File: config.mk
export PLATFORM = sky130hd
export DESIGN_NAME = retire_monitor
export DESIGN_NICKNAME = d
export VERILOG_FILES = /design/src/rtl/retire_monitor.sv
export SDC_FILE = /design/constraint.sdc
export NUM_CORES = 1
export LEC_CHECK = 0
export ABC_AREA = 1
export BUFFER_PORTS_ARGS = -buffer_cell sky130_fd_sc_hd__buf_2
export CORE_AREA = 2 2 115 117
export DETAILED_ROUTE_END_ITERATION = 6
export DIE_AREA = 0 0 117 119
export PLACE_DENSITY_LB_ADDON = 0.25
export REMOVE_ABC_BUFFERS = 1
export SLEW_MARGIN = 5
export SYNTH_ARGS = -nofsm -noshare
export SYNTH_HDL_FRONTEND = slang
export SYNTH_SLANG_ARGS = --single-unit
File: constraint.sdc
create_clock -name i_clk -period 8.5 [get_ports i_clk]
set_input_delay 0.425 -clock i_clk [delete_from_list [all_inputs] [get_ports i_clk]]
set_output_delay 0.425 -clock i_clk [all_outputs]
set_load 0.02 [all_outputs]
File: src/rtl/retire_monitor.sv
// Run monitor on the hart retire stream: cycle/instret/trap counters, halt detection, watchdog.
// Optional load/store/control-flow class counters are built when RETIRE_MONITOR_CLASS_EN is defined.
module retire_monitor #(
   parameter int unsigned CNT_WIDTH = 32,
   parameter int unsigned TIMEOUT   = 40000
) (
   input  logic                 i_clk,
   input  logic                 i_rst,
   input  logic                 i_start,
   input  logic                 i_retire_valid,
   input  logic [31:0]          i_retire_inst,
   input  logic                 i_retire_trap,
   input  logic                 i_retire_halt,
   input  logic                 i_retire_dmem_ren,
   input  logic                 i_retire_dmem_wen,
   output logic [1:0]           o_state,
   output logic [CNT_WIDTH-1:0] o_cycles,
   output logic [CNT_WIDTH-1:0] o_instret,
   output logic [CNT_WIDTH-1:0] o_traps,
   output logic [CNT_WIDTH-1:0] o_loads,
   output logic [CNT_WIDTH-1:0] o_stores,
   output logic [CNT_WIDTH-1:0] o_ctrl,
   output logic                 o_done,
   output logic                 o_timeout
);

   typedef enum logic [1:0] {
      S_IDLE    = 2'd0,
      S_RUN     = 2'd1,
      S_DONE    = 2'd2,
      S_TIMEOUT = 2'd3
   } state_e;

   // Watchdog compare is done one bit wider than either operand so TIMEOUT never truncates.
   localparam int unsigned          XW      = (CNT_WIDTH >= 32) ? CNT_WIDTH + 1 : 33;
   localparam logic [CNT_WIDTH-1:0] CNT_ONE = CNT_WIDTH'(1);
   localparam logic [XW-1:0]        TMO_X   = XW'(TIMEOUT);

   function automatic logic [CNT_WIDTH-1:0] sat_inc(input logic [CNT_WIDTH-1:0] v,
                                                    input logic                 en);
      sat_inc = (en && !(&v)) ? v + CNT_ONE : v;
   endfunction

   state_e               state_q, state_d;
   logic [CNT_WIDTH-1:0] cycles_q, cycles_d;
   logic [CNT_WIDTH-1:0] instret_q, instret_d;
   logic [CNT_WIDTH-1:0] traps_q, traps_d;
   logic                 done_q, done_d;
   logic                 tmo_q, tmo_d;
   logic [CNT_WIDTH-1:0] cyc_inc;
   logic [XW-1:0]        cyc_x;
   logic                 clr;
   logic                 ret;

   assign cyc_inc = sat_inc(cycles_q, 1'b1);
   assign cyc_x   = XW'(cyc_inc);

   always_comb begin
      state_d  = state_q;
      cycles_d = cycles_q;
      clr      = 1'b0;
      ret      = 1'b0;
      case (state_q)
         S_RUN: begin
            cycles_d = cyc_inc;
            ret      = i_retire_valid;
            // Halt takes priority over the watchdog in the same cycle.
            if (i_retire_valid && i_retire_halt)
               state_d = S_DONE;
            else if (cyc_x > TMO_X)
               state_d = S_TIMEOUT;
         end
         default: begin
            if (i_start) begin
               clr      = 1'b1;
               cycles_d = '0;
               state_d  = S_RUN;
            end
         end
      endcase
   end

   always_comb begin
      instret_d = clr ? '0 : sat_inc(instret_q, ret);
      traps_d   = clr ? '0 : sat_inc(traps_q, ret && i_retire_trap);
      done_d    = (state_d == S_DONE);
      tmo_d     = (state_d == S_TIMEOUT);
   end

   always_ff @(posedge i_clk or posedge i_rst) begin
      if (i_rst) begin
         state_q   <= S_IDLE;
         cycles_q  <= '0;
         instret_q <= '0;
         traps_q   <= '0;
         done_q    <= 1'b0;
         tmo_q     <= 1'b0;
      end else begin
         state_q   <= state_d;
         cycles_q  <= cycles_d;
         instret_q <= instret_d;
         traps_q   <= traps_d;
         done_q    <= done_d;
         tmo_q     <= tmo_d;
      end
   end

   assign o_state   = state_q;
   assign o_cycles  = cycles_q;
   assign o_instret = instret_q;
   assign o_traps   = traps_q;
   assign o_done    = done_q;
   assign o_timeout = tmo_q;

`ifdef RETIRE_MONITOR_CLASS_EN
   logic [CNT_WIDTH-1:0] loads_q, loads_d;
   logic [CNT_WIDTH-1:0] stores_q, stores_d;
   logic [CNT_WIDTH-1:0] ctrl_q, ctrl_d;
   logic [6:0]           opc;
   logic                 is_ctrl;
   logic                 unused_inst;

   assign opc         = i_retire_inst[6:0];
   assign unused_inst = ^i_retire_inst[31:7];
   // BRANCH, JAL, JALR major opcodes.
   assign is_ctrl     = (opc == 7'b1100011) || (opc == 7'b1101111) || (opc == 7'b1100111);

   always_comb begin
      loads_d  = clr ? '0 : sat_inc(loads_q, ret && i_retire_dmem_ren);
      stores_d = clr ? '0 : sat_inc(stores_q, ret && i_retire_dmem_wen);
      ctrl_d   = clr ? '0 : sat_inc(ctrl_q, ret && is_ctrl);
   end

   always_ff @(posedge i_clk or posedge i_rst) begin
      if (i_rst) begin
         loads_q  <= '0;
         stores_q <= '0;
         ctrl_q   <= '0;
      end else begin
         loads_q  <= loads_d;
         stores_q <= stores_d;
         ctrl_q   <= ctrl_d;
      end
   end

   assign o_loads  = loads_q;
   assign o_stores = stores_q;
   assign o_ctrl   = ctrl_q;
`else
   logic unused_class;

   assign unused_class = ^{i_retire_inst, i_retire_dmem_ren, i_retire_dmem_wen};
   assign o_loads      = '0;
   assign o_stores     = '0;
   assign o_ctrl       = '0;
`endif

endmodule
==> impl_metrics.py <==
metrics = {
    "status": {
        "outcome": "complete, no violations",
    },
    "yosys": {
        "ys_top_cells_by_area": "dfrtp_1, nand2_1, buf_4, inv_1, nor2_1",
        "synth.most_common_cell": "nand2_1",
        "synth_flop_cell": "dfrtp_1",
        "synth_cell_types": 43,
        "yosys.area.top_type_share_pct": 35.7,
        "yosys-top-cells-count": "nand2_1, inv_1, nor2_1",
        "synth_edf_count": 0,
        "synth.cell_area_mm2": 0.00702,
        "yosys_warnings": 0,
        "synth_async_sr_flop_share_pct": 100,
        "ys_ff_latch": 100,
        "synthesis.instances": 1011,
        "yosysTopAreaCell": "dfrtp_1",
        "yosysSeqAreaShare_pct": 35.7,
        "post_synth.cell_area_avg_um2": 6.94,
    },
    "pwr": {
        "peakVddDrop_v": 0.000104,
        "p_per_area_mw_per_mm2": 166,
        "p_leak_nw": 3.67,
        "power.total_w": 0.00126,
    },
    "clock_tree": {
        "cts_root_buf": "clkbuf_16",
        "cts.sinks": 100,
        "holdBufCountCts": 0,
        "insertion_delay_ns": 0.35,
        "clk_pin_slew_ns": 0.07,
        "cts_tree": "yes",
        "numCtsBuffers": 9,
        "cts_resized": 0,
        "cts_setup_buffers": 0,
        "clockBufferDepth": 2,
        "htreeDepth": 3,
    },
    "sta": {
        "setup_viol": 0,
        "min_period_over_period_pct": 35.4,
        "relSlewSlack_pct": 31.5,
        "setup_tns_ns": 0,
        "fin_crit_ns": 3.01,
        "max_freq_mhz": 332,
        "worst_slew_pin_slew_ns": 1.02,
        "grt_setup_unrepaired": "no",
        "hold_viol_final": 0,
        "drv_slew": 0,
        "skew_ns": 0.00723,
    },
    "setup_path": {
        "cp-start-kind": "register",
        "required_ns": 8.80,
        "cp-startpoint": "o_state[1]",
        "setup.worst_path.end_class": "register",
        "path_class": "reg -> reg",
        "worst_ep_arrival_time_ns": 3.31,
        "critPathMaxFanout": 24,
        "r2r_start": "o_state[1]",
    },
    "placement": {
        "routabilityCongestion": 0.948,
        "hpwl_um": 13000,
        "io_buffers": 105,
    },
    "global_routing": {
        "grt_max_degree": 53,
        "antenna_found_initial": 1,
        "globalRouteTotalUtil_pct": 26.0,
        "grt_pass1_vias": 6157,
        "gr-total-overflow": 0,
        "grt_first_pass_wirelength_um": 29000,
    },
    "cells_and_area": {
        "drive_gt1_share_pct": 13.4,
        "fin_util_pct": 59.3,
        "area_growth_syn_to_layout_pct": 8.76,
        "num-nets-final": 1154,
        "nFillCells": 1296,
    },
    "run": {
        "cap_violations": 0,
    },
    "drt": {
        "postRouteAntennaNets": 0,
        "first_iter_violations": 435,
        "vias": 6596,
        "routed_wl_um": 17400,
        "firstDrtPassIters": 6,
        "wl_per_cell_um": 13.4,
        "viasPerCell": 5.10,
        "drc": 0,
    },
    "die": {
        "die-area_mm2": 0.0139,
        "ioPinCount": 236,
        "rows": 42,
        "fp.coreArea_mm2": 0.0129,
        "initial_core_util_pct": 54.5,
        "die_h_um": 119,
        "die_x_um": 117,
    },
    "worst_hold_path": {
        "hold_path_class": "in -> async",
    },
}
worst max-delay path, stage by stage, from the launching register on:
cell and delay, ns:
dfrtp_1 0.43, nor2_4 0.44, inv_1 0.53, nor2_1 0.27, nand2_1 0.31, inv_2 0.24, nand2_1 0.14, nor2_2 0.23
nand2_1 0.11, a21oi_1 0.13, o21a_1 0.13
cells in the final DEF, fill, tap and decap left out, types with 3 or more instances in the layout:
master     Yosys  layout
clkbuf_8       0       3
nor3_1        35      35
nor4_1         9       9
o22ai_1       15      15
a21oi_1       34      34
nor2_2         6       7
clkbuf_16      0       9
nand3b_1       4       4
nor3_2         5       5
nor2_4         3       3
inv_1        124     123
buf_4         96       3
buf_2          4     105
xor2_1        16      16
o21ai_0       58      58
nand2_2        4       4
dfrtp_1      100     100
clkbuf_1      10       3
inv_2          3       3
o31ai_1        9       9
nand4_1       22      22
xnor2_1        3       3
and3_1         3       3
conb_1         1      96
nand3_1       57      57
nand2_1      231     231
a31oi_1        7       7
ha_1           3       3
nor3b_1        5       5
nor2_1       122     121
stage by stage:
| stage | instances | area, um2 | setup slack (ns) | hold WS [ns] |
|---|---|---|---|---|
| 2_1_floorplan | 992 | 6570 | 5.46 | 0.585 |
| 6_report | 1293 | 7630 | 5.49 | 0.153 |
| 4_1_cts | 1292 | 7630 | 5.44 | 0.174 |
| 5_1_grt | 1292 | 7630 | 5.05 | 0.212 |
| 3_3_place_gp | 1276 | 7340 | 5.53 | 0.494 |
| 3_5_place_dp | 1276 | 7340 | 5.46 | 0.504 |
metal layers:
| layer | track usage, % | wire, um |
|---|---|---|
| met1 | 36.6 | 7930 |
| met2 | 40.5 | 8060 |
| met3 | 4.27 | 1040 |
| met4 | 9.49 | 347 |
| met5 | 0 | 0 |
kinds of logic (layout without fill, tap and decap cells):
logic type / Yosys count / in the layout / share of synthesized area, %
other: 1 / 97 / 0.0535
AO/OA/AOI/OAI: 134 / 134 / 10.8
AND/OR/NAND/NOR: 513 / 513 / 32.4
buffers and inverters: 241 / 251 / 18.2
XOR/XNOR: 19 / 19 / 2.37
adder cells (fa/ha/maj): 3 / 3 / 0.535
flip-flops: 100 / 100 / 35.7
worst paths after layout:
path	end	slack, ns	cells after the start
min in group i_clk	o_state[0]	0.41	3
max in group asynchronous	o_cycles[9]	7.24	3
worst min-delay path	o_traps[9]	0.15	2
worst min register to register	o_traps[19]	0.52	1
worst max-delay path	o_instret[29]	5.49	10
worst max register to register	o_instret[29]	5.49	10
registers in the layout, indices dropped and copies added, names as in the netlist:
name	count
o_cycles	32
o_traps	32
o_state	2
o_timeout	1
o_instret	32
o_done	1
power by group:
group	switching [W]	internal (W)
sequential	0.0000300	0.000501
combinational	0.000260	0.0000729
clock	0.000178	0.000223
cell type report:
type                            count  area, um2  area share, %
Timing Repair Buffer              108        548           7.18
Inverter                          127        479           6.28
Multi-Input combinational cell    765       3590           47.1
Antenna cell                        1       2.50         0.0328
Clock inverter                      1       5.00         0.0656
Sequential cell                   100       2500           32.8
Tap cell                          176        220           2.89
Clock buffer                       15        278           3.64
No activity file was read; power rests on OpenSTA's default activity.
